--- config.mk ---
export PLATFORM = sky130hd
export DESIGN_NAME = i2c_line_sync
export DESIGN_NICKNAME = d
export VERILOG_FILES = /design/src/rtl/i2c_line_sync.sv
export SDC_FILE = /design/constraint.sdc
export NUM_CORES = 1
export LEC_CHECK = 0
export ABC_CLOCK_PERIOD_IN_PS = 800
export BUFFER_PORTS_ARGS = -buffer_cell sky130_fd_sc_hd__buf_2
export CORE_AREA = 4 4 41 43
export CTS_CLUSTER_SIZE = 20
export DETAILED_ROUTE_END_ITERATION = 7
export DIE_AREA = 0 0 45 47
export MAX_ROUTING_LAYER = met4
export PLACE_DENSITY = 0.37
export SLEW_MARGIN = 20
export SYNTH_ARGS = -nofsm -noshare
export SYNTH_HDL_FRONTEND = slang
export SYNTH_SLANG_ARGS = --single-unit
--- constraint.sdc ---
create_clock -name clk -period 0.8 [get_ports clk]
set_input_delay 0.08 -clock clk [delete_from_list [all_inputs] [get_ports clk]]
set_output_delay 0.08 -clock clk [all_outputs]
set_load 0.05 [all_outputs]
--- src/rtl/i2c_line_sync.sv ---
// 2-FF synchronizer for the resolved SCL/SDA lines plus edge and START/STOP decode.
module i2c_line_sync (
  input  logic clk,
  input  logic rst,
  input  logic scl,
  input  logic sda,
  output logic sda_s,
  output logic scl_rise,
  output logic scl_fall,
  output logic start_det,
  output logic stop_det
);

  // [0],[1] form the synchronizer; [2] holds the previous synchronized value.
  logic [2:0] scl_q;
  logic [2:0] sda_q;

  always_ff @(posedge clk) begin
    if (rst) begin
      scl_q <= 3'b111;
      sda_q <= 3'b111;
    end else begin
      scl_q <= {scl_q[1:0], scl};
      sda_q <= {sda_q[1:0], sda};
    end
  end

  assign sda_s     = sda_q[1];
  assign scl_rise  = scl_q[1] & ~scl_q[2];
  assign scl_fall  = ~scl_q[1] & scl_q[2];
  assign start_det = scl_q[1] & scl_q[2] & ~sda_q[1] & sda_q[2];
  assign stop_det  = scl_q[1] & scl_q[2] & sda_q[1] & ~sda_q[2];

endmodule

Yosys cells after proc, flatten, opt, wreduce, memory -nomap -nowiden
Index checks and enable logic that the tools add are counted.
- register bits: 6
- input port bits: 4
- output and inout port bits: 5
- bitwise operators: 11
- operators by type and width (cell ; count):
    $and A1 B1 Y1 ; 7
    $not A1 Y1 ; 4

Longest topological paths before layout
Gate-level depths: netlist (run 1).
- depth after elaboration: 3
- gate-level depth with buffers: 1
- mapped depth without buffers: 1

Least setup slack after synthesis (run 1)
OpenSTA, ideal clock, no wires.
- kind: register to output
- from: reg sda_q[1]
- to: out stop_det
- arrival time: 1.220 ns
- required time: 0.720 ns
- slack: -0.500 ns
- cell stages (with the launch flop): 2
- buffers on the path: 0
- cells stage by stage: dfxtp_1 -> and4b_1
- cells in the longest elaborated chain, start to end: 2
- ends and longest elaborated chain (what ; line ; text):
    start, declared ; 16 ; logic [2:0] sda_q;
    start signal, assigned ; 24 ; sda_q <= {sda_q[1:0], sda};
    $and A1 B1 Y1 (2 in series) ; 32 ; assign stop_det = scl_q[1] & scl_q[2] & sda_q[1] & ~sda_q[2];
    end, declared ; 11 ; output logic stop_det
Every way passes these cells.

Final worst setup path (run 1)
- from: reg sda_q[1]
- to: out start_det
- cells in the longest elaborated chain, start to end: 3
- ends and longest elaborated chain (what ; line ; text):
    $not A1 Y1 ; 31 ; assign start_det = scl_q[1] & scl_q[2] & ~sda_q[1] & sda_q[2];
    $and A1 B1 Y1 (2 in series) ; 31 ;
    end, declared ; 10 ; output logic start_det,
Every way passes these cells.

==> flow_summary.json, run 1 <==
{
  "grt_remaining_overflow": 0,
  "cpLargestDelayFamily": "flip-flops",
  "regToRegStartpoint": "scl_q[1]",
  "antenna_cells": 0,
  "cp-start-kind": "register",
  "p_leak_nw": 0.148,
  "grt_pass1_vias": 149,
  "syn_avg_cell_area_um2": 11.9,
  "max_freq_mhz": 889,
  "routed_via_density": 3.38,
  "ant_nets": 0,
  "synth_cells": 16,
  "grt_max_degree": 7,
  "slew_viol_final": 0,
  "period_needed_ns": 1.12,
  "numCtsBuffers": 3,
  "tightest_slew_ns": 0.108,
  "slowest_delay_ns": 0.34,
  "worstSkewPairLatency_ns": 0.24,
  "n_fill_cell": 146,
  "rsz0062_at_grt": "true",
  "cp_data_arrival_time_ns": 1.04,
  "clock_path_buffers": 2,
  "slew_headroom_pct": 92.8,
  "min-delay-start": "sda",
  "core-area_mm2": 0.00130,
  "timing.final.ws_setup_ns": -0.325,
  "worstPathCellList": "and4b_4 -> buf_8",
  "hold_depth": 2,
  "firstDrtPassIters": 2,
  "cp_max_fo": 3,
  "power_frac_comb_pct": 12.6,
  "ir_drop_mv": 0.408,
  "grt_usage_pct": 4.25,
  "critPathKind": "register to primary output",
  "crit_slowest_cell": "dfxtp_4",
  "antenna_found_initial": 0,
  "stdcell_count": 45,
  "cp_num_cells": 2,
  "start_util_pct": 14.6,
  "fin_skew_ns": 0.000130,
  "power.clock.fraction_pct": 42.4,
  "regToRegSetupSlack_ns": 0.01,
  "drc": 0,
  "synthSimpleGateAreaFrac_pct": 36.8,
  "syn_nets": 20,
  "final_nets": 35,
  "cts_sinks": 6,
  "synth_area_um2": 190,
  "synthMuxAreaShare_pct": 0,
  "power_density_mw_per_mm2": 1990,
  "hold_viol": 0,
  "synth_compound_area_share_pct": 0,
  "synth-xor-area-share_pct": 0,
  "p_seq_share_pct": 45.1,
  "fin_tns_setup_ns": -1.15,
  "grt_first_pass_wirelength_um": 558,
  "wire_per_inst_um": 8.04,
  "yosysWarnings": 0,
  "hold_path_class": "primary input to register",
  "htree_levels": 1,
  "status": "finished, violations left",
  "power.internal_uw": 542,
  "place.gp.congestion": 0.694,
  "place_inst": 40,
  "ys_seq_area_share_pct": 63.2,
  "maxCapViolCount": 0,
  "dieWidth_um": 45,
  "num_rows": 13,
  "placed_cell_area_um2": 273,
  "area_delta_synth_final_pct": 86.2,
  "reg2reg_depth": 2,
  "r2r-end": "scl_q[2]",
  "die_h_um": 47,
  "clk_pin_slew_ns": 0.05,
  "cp-end-kind": "primary output",
  "yosys.area_share.adder_pct": 0,
  "die_area_mm2": 0.00212,
  "routed_wl_um": 362,
  "power.share.switching_pct": 22.9,
  "drive_above_1_share_pct": 70.0,
  "root_buffer": "clkbuf_4",
  "crit_required_ns": 0.72,
  "setup_viol": 5,
  "final_area_um2": 354,
  "drt-initial-drc-count": 3,
  "worst-path-buf-inv": 1,
  "ios": 9,
  "route.vias.total": 152,
  "failed_checks": "negative setup slack",
  "hpwl_um": 280,
  "ys_types": 4,
  "fin_crit_sh_pct": 141,
  "p_sw_uw": 161,
  "utilization_pct": 27.2,
  "whs_endpoint": "sda_q[0]",
  "synth_top_family_by_area": "simple AND/OR/NAND/NOR gates",
  "yosys_register_bits": 6,
  "port_buffers": 8,
  "cts_tree": "built"
}
[through the flow]
step	power, mW	setup slack, ns	hold slack [ns]
2_1_floorplan	0.368	-0.128	0.177
3_3_place_gp	0.389	-0.151	0.256
3_5_place_dp	0.391	-0.167	0.261
4_1_cts	0.717	-0.341	0.00483
5_1_grt	0.752	-0.356	0.0109
6_report	0.704	-0.325	0.0145
[final cells by class]
type                            instances  area (um^2)  area share [%]
Sequential cell                         6          128            36.0
Tap cell                               15         18.8            5.30
Clock buffer                            4         26.3            7.42
Multi-Input combinational cell         10         87.6            24.7
Timing Repair Buffer                   10         93.8            26.5
[power groups by stage]
stage               Sequential (mW)  Combinational (mW)  Clock [mW]
floorplan                     0.328              0.0402           0
CTS                           0.317              0.0873       0.313
global route                  0.317              0.0936       0.341
detailed placement            0.322              0.0688           0
finish                        0.317              0.0883       0.298
global placement              0.321              0.0682           0
[cells in the final DEF, fill, tap and decap left out]
cell and count:
buf_6 3, dfxtp_2 3, dfxtp_1 2, buf_8 2, and4b_4 2, or2_1 6
clkbuf_4 3, buf_4 2, clkbuf_1 1, buf_2 3, nor2b_4 1, nor2b_2 1
dfxtp_4 1
[flip-flops by register name (all words and copies together), names as in the netlist]
name / cells
sda_q: 3
scl_q: 3
[layer usage]
layer / part of all wire (%) / GRT usage, % / vias to the layer above
met4: 0 / 5.26 / 0
met2: 43 / 5.37 / 9
li1: - / - / 82
met3: 17 / 2.30 / 0
met5: 0 / - / -
met1: 39 / 4.12 / 61
[synth_stat cells (all sizes together)]
master,instances,area (um^2)
or2,6,37.5
and4b,2,20.0
nor2b,2,12.5
dfxtp,6,120
[timing repair]
action / in CTS / in global routing
buffers inserted: 1 / 0
pin swaps: 0 / 1
hold buffers: 0 / 0
resized for setup: 14 / 2
setup endpoints to repair: 5 / 7
[how the worst max path moves through the flow]
| stage | startpoint | end |
|---|---|---|
| final | sda_q[1] | start_det |
| after global routing | sda_q[1] | start_det |
| after CTS | sda_q[1] | start_det |
| after detailed placement | sda_q[1] | start_det |
| after global placement | sda_q[1] | start_det |
| after floorplan | scl_q[1] | scl_rise |
[cell families after synthesis]
| family | count (synthesis) |
|---|---|
| simple gates | 10 |
| flops | 6 |
No activity file was read; power rests on OpenSTA's default activity.
==> run 2: changes to the inputs <==
Settings changed: ABC_CLOCK_PERIOD_IN_PS 800 to 1400.
Clock period 0.8 ns to 1.4 ns, I/O delays scaled along.
==> run 2 against run 1 <==
Routed wire length is 17% lower. The run now ends clean. Clock skew rose by 0.0011 ns. Sequential share of layout area grew 8.2 points. Register-to-register slack better by 0.74 ns. Via count down 9.2%. Hold slack improved by 0.063 ns. Combinational power down 61%. Die area unchanged. Global-route usage decreased by 0.50 points. Count of clock-buffer cells in the layout is 1 lower. Power shrank 48%. Critical endpoint unchanged.
==> flow_summary.json, run 2 (synthesized netlist as in run 1, its figures left out) <==
{
  "antenna_cells": 0,
  "place_ws_ns": 0.458,
  "slew_headroom_pct": 83.5,
  "grt_pass1_vias": 107,
  "worst-path-buf-inv": 1,
  "firstDrtPassIters": 2,
  "clk_pin_slew_ns": 0.04,
  "p_leak_nw": 0.125,
  "crit_required_ns": 1.26,
  "area_delta_synth_final_pct": 42.8,
  "antenna_found_initial": 0,
  "port_buffers": 8,
  "layout_commonest_cell": "buf_2",
  "clock_path_buffers": 2,
  "grt_remaining_overflow": 0,
  "routed_wl_um": 300,
  "max_freq_mhz": 844,
  "fin_tns_setup_ns": 0,
  "worstSkewPairLatency_ns": 0.24,
  "cpLargestDelayFamily": "flip-flops",
  "r2r-end": "scl_q[2]",
  "final_cell_mix": "buf_2 (8), or2_1 (6), dfxtp_1 (6)",
  "cts_sinks": 6,
  "reg_top3": "scl_q: 3 flops, sda_q: 3 flops",
  "fin_crit_sh_pct": 84.7,
  "slew_viol_final": 0,
  "cp_data_arrival_time_ns": 1.05,
  "regToRegSetupSlack_ns": 0.75,
  "place.gp.congestion": 0.616,
  "fin_skew_ns": 0.00119,
  "numCtsBuffers": 3,
  "routed_via_density": 3.29,
  "cts_resized": 0,
  "timing.final.ws_setup_ns": 0.215,
  "route.vias.total": 138,
  "root_buffer": "clkbuf_4",
  "hold_path_class": "primary input to register",
  "reg2reg_depth": 1,
  "maxCapViolCount": 0,
  "htree_levels": 1,
  "power_uw": 368,
  "stdcell_count": 42,
  "cts_setup_buffers": 0,
  "drc": 0,
  "core-area_mm2": 0.00130,
  "wire_per_inst_um": 7.14,
  "critPathKind": "register to primary output",
  "setup_viol": 0,
  "ctsHoldBuffers": 0,
  "grt_first_pass_wirelength_um": 420,
  "drive_above_1_share_pct": 40.7,
  "die_area_mm2": 0.00212,
  "cp_max_fo": 4,
  "drt-initial-drc-count": 1,
  "cts_tree": "built",
  "cp-start-kind": "register",
  "crit_slowest_cell": "dfxtp_1",
  "whs_endpoint": "scl_q[0]",
  "ant_nets": 0,
  "cp-end-kind": "primary output",
  "dieWidth_um": 45,
  "ios": 9,
  "rsz0062_at_grt": "false",
  "place_inst": 39,
  "min-delay-start": "scl",
  "tightest_slew_ns": 0.250,
  "slowest_delay_ns": 0.32,
  "start_util_pct": 14.6,
  "die_h_um": 47,
  "regToRegStartpoint": "scl_q[1]",
  "ir_drop_mv": 0.488,
  "final_nets": 33,
  "period_needed_ns": 1.19,
  "power_density_mw_per_mm2": 1350,
  "worstPathCellList": "and4b_1 -> buf_2",
  "hold_viol": 0,
  "hold_depth": 2,
  "grt_max_degree": 7,
  "num_rows": 13,
  "grt_usage_pct": 3.76,
  "status": "complete, no violations"
}
==> run 2: changes by cell type in the layout (fill, tap and decap cells not counted), moves of 3 or more <==
| cell | previous run | this run |
|---|---|---|
| buf_2 | 3 | 8 |
| dfxtp_2 | 3 | 0 |
| dfxtp_1 | 2 | 6 |
| buf_6 | 3 | 0 |
==> run 2: routing by layer <==
metal	GRT usage, %	vias to the layer above	wire length [um]
met5	-	-	0
met4	3.51	0	0
met3	5.75	0	71
met2	3.11	11	89
met1	3.19	53	138
li1	-	74	-
==> run 2: area by class of cell <==
| type | count | area [um^2] |
|---|---|---|
| fill | 151 | 1030 |
| tap | 15 | 18.8 |
| clock buffer | 3 | 22.5 |
| sequential | 6 | 120 |
| multi-input combinational | 10 | 70.1 |
| timing repair buffer | 8 | 40.0 |
==> run 2: through the flow <==
stage	area, um^2	util (%)	hold WS (ns)
after floorplan	190	-	0.237
final	272	20.9	0.0779
after CTS	272	20.9	0.0646
after detailed placement	249	19.1	0.320
after global routing	272	20.9	0.0629
after global placement	249	19.1	0.317
==> run 2: worst max-delay path by stage <==
stage,startpoint,to,slack [ns],cells after the start
final,sda_q[1],start_det,0.21,2
after global routing,sda_q[1],start_det,0.14,2
after CTS,scl_q[1],stop_det,0.20,2
after detailed placement,scl_q[1],stop_det,0.46,2
after global placement,scl_q[1],stop_det,0.46,2
after floorplan,sda_q[1],stop_det,0.04,1
==> run 2: report_power, final <==
group | switching [mW] | internal [mW]
Combinational | 0.0232 | 0.0113
Clock | 0.0552 | 0.0965
Sequential | 0.00300 | 0.179
==> run 3: changes to the inputs <==
Settings changed: ABC_CLOCK_PERIOD_IN_PS 1400 to 1100.
Clock period 1.4 ns to 1.1 ns, I/O delays scaled along.
==> run 3 against run 2 <==
Power rose by 29%. Sequential share of layout area fell by 2.6 points. Critical path depth did not move. Utilization rose by 2.0 points. Clock skew fell by 0.0012 ns. Hold slack got worse by 0.029 ns. Highest routed layer is now met4. Final cell count did not move. Flip-flop and latch count did not move.
==> flow_summary.json, run 3 (synthesized netlist as in run 1, its figures left out) <==
{
  "status": "complete, no violations",
  "p_seq_share_pct": 48.8,
  "antenna_cells": 0,
  "die_area_mm2": 0.00212,
  "place_ws_ns": 0.158,
  "route.vias.total": 142,
  "grt_usage_pct": 4.24,
  "ir_drop_mv": 0.352,
  "place.gp.congestion": 0.549,
  "htree_levels": 1,
  "drive_above_1_share_pct": 55.6,
  "area_delta_synth_final_pct": 56.6,
  "power.clock.fraction_pct": 40.8,
  "hold_path_class": "primary input to register",
  "hold_viol": 0,
  "clock_path_buffers": 2,
  "cp_data_arrival_time_ns": 0.98,
  "grt_first_pass_wirelength_um": 538,
  "ant_nets": 0,
  "grt_pass1_vias": 149,
  "maxCapViolCount": 0,
  "power_uw": 476,
  "critPathLaunch": "sda_q[1]",
  "rsz0062_at_grt": "true",
  "cp_max_fo": 4,
  "p_leak_nw": 0.125,
  "power.internal_uw": 370,
  "slew_headroom_pct": 83.6,
  "wire_per_inst_um": 7.26,
  "layout_commonest_cell": "or2_1",
  "fin_skew_ns": 0.0000393,
  "ios": 9,
  "clk_pin_slew_ns": 0.04,
  "power_density_mw_per_mm2": 1600,
  "p_sw_uw": 105,
  "die_h_um": 47,
  "cts_tree": "built",
  "numCtsBuffers": 3,
  "ctsHoldBuffers": 0,
  "reg_top3": "scl_q: 3 flops, sda_q: 3 flops",
  "crit_required_ns": 0.99,
  "slew_viol_final": 0,
  "timing.final.ws_setup_ns": 0.0119,
  "drc": 0,
  "antenna_found_initial": 0,
  "cts_setup_buffers": 0,
  "cp-start-kind": "register",
  "drt-initial-drc-count": 0,
  "period_needed_ns": 1.09,
  "grt_max_degree": 7,
  "port_buffers": 8,
  "routed_via_density": 3.38,
  "start_util_pct": 14.6,
  "regToRegStartpoint": "scl_q[1]",
  "num_rows": 13,
  "power_frac_comb_pct": 10.4,
  "firstDrtPassIters": 1,
  "final_nets": 33,
  "power.share.switching_pct": 22.2,
  "grt_remaining_overflow": 0,
  "critPathKind": "register to primary output",
  "n_fill_cell": 158,
  "max_freq_mhz": 919,
  "min-delay-start": "scl",
  "fin_crit_sh_pct": 98.9,
  "setup_viol": 0,
  "root_buffer": "clkbuf_4",
  "tightest_slew_ns": 0.248,
  "cp-end-kind": "primary output",
  "dieWidth_um": 45,
  "worstSkewPairLatency_ns": 0.24,
  "routed_wl_um": 305,
  "core-area_mm2": 0.00130,
  "cts_sinks": 6,
  "final_cell_mix": "or2_1 (6), clkbuf_4 (4), buf_2 (4)"
}
run 3: changes by cell type in the layout (fill, tap and decap cells not counted), sizes merged:
| cell | before | now |
|---|---|---|
| buf | 8 | 7 |
| clkbuf | 3 | 4 |
run 3: worst max-delay path: stages, from the launching register on:
cell and delay (ns):
dfxtp_2 0.32, and4b_1 0.26, buf_6 0.16
run 3: metrics by stage:
step           utilization (%)  cell area, um^2  hold slack [ns]  setup TNS, ns  cells
6_report                  22.9              298           0.0490              0     42
5_1_grt                   22.9              298           0.0632        -0.0477     42
4_1_cts                   22.3              290           0.0379      -0.000566     42
3_5_place_dp              19.3              251            0.290              0     39
3_3_place_gp              19.3              251            0.287              0     39
2_1_floorplan                -              193            0.207         -0.130     16
run 3: layout make-up:
| cell class | instances | area, um^2 | share of cell area (%) |
|---|---|---|---|
| clock buffer | 3 | 22.5 | 7.56 |
| sequential | 6 | 124 | 41.6 |
| multi-input combinational | 10 | 71.3 | 23.9 |
| tap | 15 | 18.8 | 6.30 |
| timing repair buffer | 8 | 61.3 | 20.6 |
run 3: final timing paths:
check / end / slack (ns) / cells after the start
max: start_det / 0.01 / 2
min: scl_q[0] / 0.05 / 2
max reg2reg: scl_q[2] / 0.45 / 1
min reg2reg: scl_q[1] / 0.40 / 1
run 3: timing repair:
item	4_1_cts	5_1_grt
pin swaps	0	2
endpoints found under the setup margin	3	3
gates resized for setup	6	3
run 3: metal layers:
| layer | global-route usage, % | vias up | wire, um | part of all wire (%) |
|---|---|---|---|---|
| met4 | 7.02 | 0 | 5 | 1.6 |
| met1 | 4.09 | 58 | 133 | 44 |
| met2 | 4.52 | 8 | 110 | 36 |
| met3 | 2.30 | 2 | 56 | 18 |
| met5 | - | - | 0 | 0 |
| li1 | - | 74 | - | - |
run 3: power by group through the flow:
stage          Clock [mW]  Sequential (mW)  Combinational (mW)
2_1_floorplan           0            0.240              0.0262
3_3_place_gp            0            0.235              0.0444
3_5_place_dp            0            0.236              0.0444
4_1_cts             0.209            0.232              0.0484
5_1_grt             0.217            0.234              0.0529
6_report            0.194            0.232              0.0493
